File: config.mk
export PLATFORM = sky130hd
export DESIGN_NAME = lsp_az_combine
export DESIGN_NICKNAME = d
export VERILOG_FILES = /design/src/rtl/lsp_az_combine_pkg.sv /design/src/rtl/lsp_az_combine.sv
export SDC_FILE = /design/constraint.sdc
export NUM_CORES = 1
export LEC_CHECK = 0
export BUFFER_PORTS_ARGS = -buffer_cell sky130_fd_sc_hd__buf_4
export CAP_MARGIN = 10
export CORE_ASPECT_RATIO = 0.5
export CORE_MARGIN = 3
export CORE_UTILIZATION = 51
export CTS_CLUSTER_DIAMETER = 200
export DETAILED_ROUTE_END_ITERATION = 8
export PLACE_DENSITY = 0.83
export SLEW_MARGIN = 20
export SYNTH_ARGS = -nofsm -noshare
export SYNTH_HDL_FRONTEND = slang
export SYNTH_SLANG_ARGS = --single-unit
File: constraint.sdc
create_clock -name clock -period 5.1 [get_ports clock]
set_input_delay 1.02 -clock clock [delete_from_list [all_inputs] [get_ports clock]]
set_output_delay 1.02 -clock clock [all_outputs]
set_load 0.005 [all_outputs]
File: src/rtl/lsp_az_combine_pkg.sv
// Shared constants for the Lsp_Az combine stage: FSM encodings, Q12 unity, rounding shift.
package lsp_az_combine_pkg;

  localparam logic [3:0] StIdle   = 4'd0;
  localparam logic [3:0] StA0     = 4'd1;
  localparam logic [3:0] StFixRd0 = 4'd2;
  localparam logic [3:0] StFixRd1 = 4'd3;
  localparam logic [3:0] StFixRd2 = 4'd4;
  localparam logic [3:0] StFixWr  = 4'd5;
  localparam logic [3:0] StCmbRd0 = 4'd6;
  localparam logic [3:0] StCmbRd1 = 4'd7;
  localparam logic [3:0] StCmbRd2 = 4'd8;
  localparam logic [3:0] StCmbWrp = 4'd9;
  localparam logic [3:0] StCmbWrm = 4'd10;
  localparam logic [3:0] StDone   = 4'd11;

  localparam logic [31:0] Q12_ONE     = 32'h0000_1000;
  localparam int unsigned L_SHR_R_AMT = 13;

  // L_shr_r(t,13) then extract_l and sign-extend. Argument is t[28:12]: the low 16 bits of
  // t>>>13 plus the rounding bit t[12]; the upper bits of t never reach the result.
  function automatic logic [31:0] rnd_q12(input logic [16:0] t_mid);
    logic [15:0] s;
    s = t_mid[16:1] + {15'b0, t_mid[0]};
    return {{16{s[15]}}, s};
  endfunction

endpackage

File: src/rtl/lsp_az_combine.sv
// Lsp_Az tail: folds F1/F2 in place, then forms Q12 LPC coefficients a[0..10] in scratch memory.
module lsp_az_combine
  import lsp_az_combine_pkg::*;
#(
  parameter logic [10:0] F1_ADDR = 11'd0,
  parameter logic [10:0] F2_ADDR = 11'd6,
  parameter logic [10:0] A_ADDR  = 11'd12
) (
  input  logic        clock,
  input  logic        reset,
  input  logic        start,
  output logic        done,
  output logic [10:0] scratch_mem_read_addr,
  input  logic [31:0] scratch_mem_out,
  output logic [10:0] scratch_mem_write_addr,
  output logic [31:0] scratch_mem_in,
  output logic        scratch_mem_write_en,
  output logic [31:0] L_add_outa,
  output logic [31:0] L_add_outb,
  input  logic [31:0] L_add_in,
  input  logic        L_add_overflow,
  output logic [31:0] L_sub_outa,
  output logic [31:0] L_sub_outb,
  input  logic [31:0] L_sub_in,
  input  logic        L_sub_overflow
);

  logic [3:0]  state_q, state_d;
  logic [2:0]  idx_q, idx_d;
  logic        sel_q, sel_d;  // 0: F1 (L_add) pass, 1: F2 (L_sub) pass
  logic [31:0] add_a_q, add_b_q, sub_a_q, sub_b_q;
  logic [10:0] idx_ext, fix_base;
  logic        unused_ovf;

  assign unused_ovf = L_add_overflow ^ L_sub_overflow;
  assign idx_ext    = {8'b0, idx_q};
  assign fix_base   = sel_q ? F2_ADDR : F1_ADDR;

  always_comb begin
    state_d = state_q;
    idx_d   = idx_q;
    sel_d   = sel_q;
    case (state_q)
      StIdle: begin
        if (start) begin
          state_d = StA0;
          idx_d   = 3'd5;
          sel_d   = 1'b0;
        end
      end
      StA0:     state_d = StFixRd0;
      StFixRd0: state_d = StFixRd1;
      StFixRd1: state_d = StFixRd2;
      StFixRd2: state_d = StFixWr;
      StFixWr: begin
        if (idx_q != 3'd1) begin
          idx_d   = idx_q - 3'd1;
          state_d = StFixRd0;
        end else if (!sel_q) begin
          sel_d   = 1'b1;
          idx_d   = 3'd5;
          state_d = StFixRd0;
        end else begin
          idx_d   = 3'd1;
          state_d = StCmbRd0;
        end
      end
      StCmbRd0: state_d = StCmbRd1;
      StCmbRd1: state_d = StCmbRd2;
      StCmbRd2: state_d = StCmbWrp;
      StCmbWrp: state_d = StCmbWrm;
      StCmbWrm: begin
        if (idx_q == 3'd5) begin
          state_d = StDone;
        end else begin
          idx_d   = idx_q + 3'd1;
          state_d = StCmbRd0;
        end
      end
      default:  state_d = StIdle;
    endcase
  end

  always_ff @(posedge clock or negedge reset) begin
    if (!reset) begin
      state_q <= StIdle;
      idx_q   <= 3'd0;
      sel_q   <= 1'b0;
    end else begin
      state_q <= state_d;
      idx_q   <= idx_d;
      sel_q   <= sel_d;
    end
  end

  // Operand registers double as the x/y (FIX) and p/q (CMB) latches; the idle operator holds.
  always_ff @(posedge clock or negedge reset) begin
    if (!reset) begin
      add_a_q <= 32'd0;
      add_b_q <= 32'd0;
      sub_a_q <= 32'd0;
      sub_b_q <= 32'd0;
    end else begin
      case (state_q)
        StFixRd1: if (sel_q) sub_a_q <= scratch_mem_out; else add_a_q <= scratch_mem_out;
        StFixRd2: if (sel_q) sub_b_q <= scratch_mem_out; else add_b_q <= scratch_mem_out;
        StCmbRd1: begin
          add_a_q <= scratch_mem_out;
          sub_a_q <= scratch_mem_out;
        end
        StCmbRd2: begin
          add_b_q <= scratch_mem_out;
          sub_b_q <= scratch_mem_out;
        end
        default: ;
      endcase
    end
  end

  assign L_add_outa = add_a_q;
  assign L_add_outb = add_b_q;
  assign L_sub_outa = sub_a_q;
  assign L_sub_outb = sub_b_q;
  assign done       = (state_q == StDone);

  always_comb begin
    scratch_mem_read_addr  = 11'd0;
    scratch_mem_write_addr = 11'd0;
    scratch_mem_in         = 32'd0;
    scratch_mem_write_en   = 1'b0;
    case (state_q)
      StA0: begin
        scratch_mem_write_en   = 1'b1;
        scratch_mem_write_addr = A_ADDR;
        scratch_mem_in         = Q12_ONE;
      end
      StFixRd0: scratch_mem_read_addr = fix_base + idx_ext;
      StFixRd1: scratch_mem_read_addr = fix_base + idx_ext - 11'd1;
      StFixWr: begin
        scratch_mem_write_en   = 1'b1;
        scratch_mem_write_addr = fix_base + idx_ext;
        scratch_mem_in         = sel_q ? L_sub_in : L_add_in;
      end
      StCmbRd0: scratch_mem_read_addr = F1_ADDR + idx_ext;
      StCmbRd1: scratch_mem_read_addr = F2_ADDR + idx_ext;
      StCmbWrp: begin
        scratch_mem_write_en   = 1'b1;
        scratch_mem_write_addr = A_ADDR + idx_ext;
        scratch_mem_in         = rnd_q12(L_add_in[L_SHR_R_AMT+15 -: 17]);
      end
      StCmbWrm: begin
        scratch_mem_write_en   = 1'b1;
        scratch_mem_write_addr = A_ADDR + (11'd11 - idx_ext);
        scratch_mem_in         = rnd_q12(L_sub_in[L_SHR_R_AMT+15 -: 17]);
      end
      default: ;
    endcase
  end

endmodule

==> results of run 1 <==
==> metal layers <==
metal	global-route usage (%)	up-vias	part of all wire (%)
li1	-	2720	-
met1	30.73	3012	40
met2	46.09	246	52
met3	6.624	44	6.0
met4	10.09	0	2.7
met5	0	-	0
==> stage by stage <==
step | area (um^2) | util [%] | cells | power [W] | hold slack (ns)
after floorplan | 7236 | - | 610 | 0.003310 | 0.4828
after global placement | 9351 | 68.26 | 1040 | 0.004636 | 0.4701
after detailed placement | 9351 | 68.26 | 1040 | 0.004751 | 0.4763
after CTS | 9940 | 72.55 | 1072 | 0.005996 | 0.4898
after global routing | 9940 | 72.55 | 1072 | 0.006305 | 0.4933
final | 9940 | 72.55 | 1072 | 0.005954 | 0.4887
==> how the worst max path moves through the flow <==
stage                      start                 end  slack, ns  depth (start not counted)
finish                state_q[2]  scratch_mem_in[29]       0.94                          5
detailed placement  L_add_in[17]  scratch_mem_in[30]       1.06                          6
floorplan           L_sub_in[12]  scratch_mem_in[15]       1.69                          6
CTS                   state_q[2]  scratch_mem_in[30]       0.99                          5
global route          state_q[2]  scratch_mem_in[19]       0.82                          5
global placement    L_add_in[19]  scratch_mem_in[29]       1.13                          6
==> power by group <==
part           internal [W]  total [W]  leakage (nW)  switching [W]
Sequential          0.00164    0.00204          1.59       0.000398
Combinational       0.00160    0.00271          2.65        0.00111
Clock              0.000737    0.00121         0.280       0.000474
==> logic make-up after synthesis <==
| logic type | count (synthesis) | share of synthesized area [%] |
|---|---|---|
| AO/OA/AOI/OAI | 84 | 8.391 |
| XOR/XNOR | 21 | 2.549 |
| adder cells (fa/ha/maj) | 12 | 2.184 |
| buffers and inverters | 58 | 4.473 |
| flip-flops | 136 | 47.16 |
| multiplexers | 168 | 25.69 |
| other | 1 | 0.05196 |
| AND/OR/NAND/NOR | 125 | 9.501 |
==> sequential cells by signal, summed over array words and instances (netlist names) <==
| signal | count |
|---|---|
| L_add_outa | 32 |
| L_sub_outb | 32 |
| L_add_outb | 32 |
| state_q | 4 |
| L_sub_outa | 32 |
| idx_q | 3 |
| sel_q | 1 |
==> area by class of cell <==
class	count	area (um^2)	area share, %
clock buffer	19	442.9	4.456
clock inverter	13	145.1	1.460
inverter	11	41.29	0.4154
multi-input combinational	416	3526	35.47
sequential	136	3405	34.25
tap	192	240.2	2.417
timing repair buffer	285	2140	21.53
==> synth_stat cells, drive strengths merged (5+ instances only) <==
library cell  number
a211o              8
a211oi             5
a21oi             12
and2               5
buf               36
clkbuf            11
dfrtp            136
ha                11
inv               11
mux2             132
mux2i             36
nand2             30
nand2b            10
nand3             10
nand4              9
nor2              27
nor3               5
nor4              12
o211ai            19
o21ai             16
xnor2             12
xor2               9
==> reports/results.txt, run 1 <==
Outcome - finished clean
Antenna violations before repair - 0
Post-route minimum period - 4.155 ns
Dominant synthesized flop cell - dfrtp_1
Final worst slack - 0.9450 ns
Critical Path RT - 4.08 ns
Vias in the first global route - 6,118
Final-report setup violation count - 0
Cell Area, Synth - 7217 um^2
Synth-to-Final Area Change - 37.73%
Clk_skew - 0.01045 ns
Commonest non-fill, non-tap cell in the layout - buf_4
Fmax - 0.2407 GHz
Pwr Density - 599.0 nW/um^2
Post-DRT Antenna Nets - 0
Delay-heaviest family, CP - multiplexers
Hold Crit Class - flip-flop to flip-flop
Setup crit end kind - output port
Initial core utilization - 52.68%
Max_slew headroom - 27.90%
Ant. Diodes - 0
Vias - 6,022
Final WL - 20.87 mm
Setup TNS - 0 ns
Post-synth top area cell - dfrtp_1
Fraction of registers with async set/reset - 100.0%
Place WS - 1.065 ns
Ranking of synthesized cells by area - dfrtp_1 (47%), mux2_2 (18%), mux2i_1 (4.7%)
Worst IR Drop VDD - 0.3856 mV
Post-synth EDFFs - 0
Distinct cells, synth - 60
Worst Tran Pin Value - 1.079 ns
Hold Path End - L_sub_outb[17]
Die area - 15,700 um^2
Final hold viol count - 0
TritonCTS Buffers - 17
Post-DR vias/cell - 5.618
Slowest CP cell - mux2i_2
Most frequent cells in the layout - buf_4 (285), dfrtp_1 (135), mux2_2 (114)
Resized Gates After CTS - 0
MaxCap Viol Count - 0
WP buf/inv - 1
Layout net count - 980
Die width - 174.2 um
GRT Util Overall - 26.11%
Syn avg cell area - 11.93 um^2
Final Max Slew Viols - 0
CTS tree - built
Final worst path period share - 81.47%
CP Cell Sequence - and4bb_1 -> and2_1 -> mux2i_2 -> o211ai_1 -> buf_4
Min-Delay Path Depth - 1
I/O Buffers - 276
CORE AREA - 13,700 um^2
Max incr delay on CP - 0.79 ns
Crit path max fanout - 23
RR Endpoint - L_add_outb[3]
Worst Hold Launch - L_sub_outb[17]
First-pass GRT wire length - 33.06 mm
Post-CTS Hold Buffers - 0
DR pass1 iterations - 5
Maximum clock path buffer count - 2
Reg2Reg Setup Slack - 2.17 ns
Largest net degree at the start of global routing - 53
Worst r2r src - state_q[3]
DP Wirelength - 14.90 mm
CTS root buffer - clkbuf_16
Data arrival, critical path - 3.14 ns
Fill cells - 955
Postcts setup bufs - 0
Worst-path clk slew - 0.06 ns
RSZ-0062 raised after global routing - no
Residual DRC - 0
Top-area cell type share of the netlist area - 47.16%
DR WL/cell - 19.46 um
Standby leakage power - 4.515 nW
Clk Latency, worst-skew pair - 0.41 ns
Synth Warn # - 0
Layout cells sized above 1 - 50.91%
Yosys reg bits - 136
# H-tree levels - 4
Row count - 30
Critical path class - flip-flop to output port
IO Count - 285
Seq/Total Area, Yosys - 47.16%
CTS sink count - 136
Cells after Synth - 605
Gp weighted congestion - 0.9165
1st-iter DRT viols - 411
Crit start category - flip-flop
R2R cell count - 5
GRT Residual Overflow - 0
Die height - 90.12 um
(Power assumes the default switching activity.)
==> inputs of run 2 (changes only) <==
CORE_UTILIZATION = 45   (was 51)
PLACE_DENSITY = 0.78   (was 0.83)
clock period = 3.7 ns   (was 5.1 ns; I/O delays follow)
==> reports/results.txt, run 2 (synthesis results as in run 1) <==
Reg2Reg Setup Slack - 1.17 ns (was 2.17 ns)
TritonCTS Buffers - 17 (unchanged)
MaxCap Viol Count - 0 (unchanged)
Maximum clock path buffer count - 2 (unchanged)
Fin area - 10,020 um^2 (was 9940 um^2)
CP startpoint - state_q[3] (was state_q[2])
1st-iter DRT viols - 265 (was 411)
Die width - 185.1 um (was 174.2 um)
# H-tree levels - 4 (unchanged)
CTS tree - built (unchanged)
RR Endpoint - L_sub_outb[28] (was L_add_outb[3])
Pwr Density - 819.5 nW/um^2 (was 599.0 nW/um^2)
Fill cells - 1,225 (was 955)
Final worst path period share - 91.09%
Final worst slack - 0.3296 ns (was 0.9450 ns)
Setup crit end kind - output port (unchanged)
Worst Tran Pin Value - 0.8047 ns (was 1.079 ns)
Worst IR Drop VDD - 0.4713 mV (was 0.3856 mV)
Critical Path RT - 2.96 ns (was 4.08 ns)
DP Wirelength - 15.20 mm (was 14.90 mm)
Fmax - 0.2967 GHz
DR pass1 iterations - 5 (unchanged)
CTS sink count - 136 (unchanged)
Crit path max fanout - 22 (was 23)
Final WL - 20.89 mm (was 20.87 mm)
Largest net degree at the start of global routing - 58 (was 53)
Layout cells sized above 1 - 51.19% (was 50.91%)
Placed cells - 1,058 (was 1,040)
Gp weighted congestion - 0.8813 (was 0.9165)
Standby leakage power - 4.549 nW (was 4.515 nW)
Final Max Slew Viols - 0 (unchanged)
GRT Util Overall - 23.10% (was 26.11%)
Worst-path clk slew - 0.06 ns (about the same)
CTS root buffer - clkbuf_16 (unchanged)
Post-CTS Hold Buffers - 0 (unchanged)
Final-report setup violation count - 0 (unchanged)
Clk_skew - 0.007464 ns (was 0.01045 ns)
Placed Area - 9424 um^2 (was 9351 um^2)
Worst r2r src - state_q[3] (unchanged)
Vias - 5,903 (was 6,022)
IO Count - 285 (unchanged)
R2R cell count - 5 (unchanged)
Commonest non-fill, non-tap cell in the layout - buf_4 (unchanged)
Post-DRT Antenna Nets - 0 (unchanged)
First-pass GRT wire length - 31.68 mm (was 33.06 mm)
CORE AREA - 15,530 um^2 (was 13,700 um^2)
RSZ-0062 raised after global routing - no (unchanged)
Most frequent cells in the layout - buf_4 (290), dfrtp_1 (135), mux2_2 (114) (was buf_4 (285), dfrtp_1 (135), mux2_2 (114))
Residual DRC - 0 (unchanged)
Hold Slack - 0.3848 ns (was 0.4887 ns)
Row count - 32 (was 30)
Setup TNS - 0 ns (unchanged)
Synth-to-Final Area Change - 38.83% (was 37.73%)
Place WS - 0.5324 ns (was 1.065 ns)
Outcome - finished clean (unchanged)
Layout net count - 986 (was 980)
Die area - 17,690 um^2 (was 15,700 um^2)
Vias in the first global route - 5,939 (was 6,118)
DR WL/cell - 19.19 um (was 19.46 um)
Final hold viol count - 0 (unchanged)
Die height - 95.55 um (was 90.12 um)
Ant. Diodes - 0 (unchanged)
Critical path destination - scratch_mem_in[22] (was scratch_mem_in[29])
Cell Count, Final, Fillers Out - 1,089 (was 1,072)
Max_slew headroom - 46.35% (was 27.90%)
Clk Latency, worst-skew pair - 0.40 ns (was 0.41 ns)
I/O Buffers - 276 (unchanged)
GRT Residual Overflow - 0 (unchanged)
Antenna violations before repair - 0 (unchanged)
Post-route minimum period - 3.370 ns
Data arrival, critical path - 2.63 ns (was 3.14 ns)
Resized Gates After CTS - 0 (unchanged)
Crit start category - flip-flop (unchanged)
Initial core utilization - 46.46% (was 52.68%)
Post-DR vias/cell - 5.421 (was 5.618)
Critical path class - flip-flop to output port (unchanged)
Postcts setup bufs - 0 (unchanged)
Hold Crit Class - input pin to asynchronous set/reset pin (was flip-flop to flip-flop)
-- run 2: metal layers --
layer	share of wire, %	track usage (%)
met4	2.3	8.422
met3	7.0	5.564
met5	0	0
met2	52	43.28
met1	38	25.88
-- run 2: per-stage QoR --
step	utilization (%)	total power, W
floorplan	-	0.004562
global placement	60.66	0.006424
detailed placement	60.66	0.006571
CTS	64.50	0.008297
global route	64.50	0.008734
finish	64.50	0.008211
-- run 2: where the power goes --
part,internal (W),switching (W),total (W),leakage [nW]
Sequential,0.00226,0.000520,0.00278,1.59
Combinational,0.00221,0.00153,0.00374,2.68
Clock,0.00107,0.000617,0.00169,0.281
-- run 2: layout make-up --
cell class	instances	area [um^2]	area share, %
Multi-Input combinational cell	416	3526	35.19
Clock inverter	12	152.6	1.523
Sequential cell	136	3405	33.98
Inverter	11	41.29	0.4121
Tap cell	204	255.2	2.547
Timing Repair Buffer	291	2197	21.93
Clock buffer	19	442.9	4.421
-- run 2: how the worst min path moves through the flow --
stage / from / slack (ns) / to / depth (start not counted)
after floorplan: reset / 0.44 / L_add_outa[0] / 0
after global placement: L_add_outa[0] / 0.47 / L_add_outa[0] / 1
after detailed placement: L_add_outa[1] / 0.48 / L_add_outa[1] / 1
after CTS: reset / 0.41 / state_q[1] / 1
after global routing: reset / 0.43 / state_q[1] / 1
final: reset / 0.38 / state_q[1] / 1
-- run 2: worst max-delay path, stage by stage, from the launching register on --
cell and delay (ns):
dfrtp_1 0.87, and4bb_2 0.60, and2_1 0.20, mux2i_2 0.07, buf_4 0.21, o211ai_1 0.13, buf_4 0.15
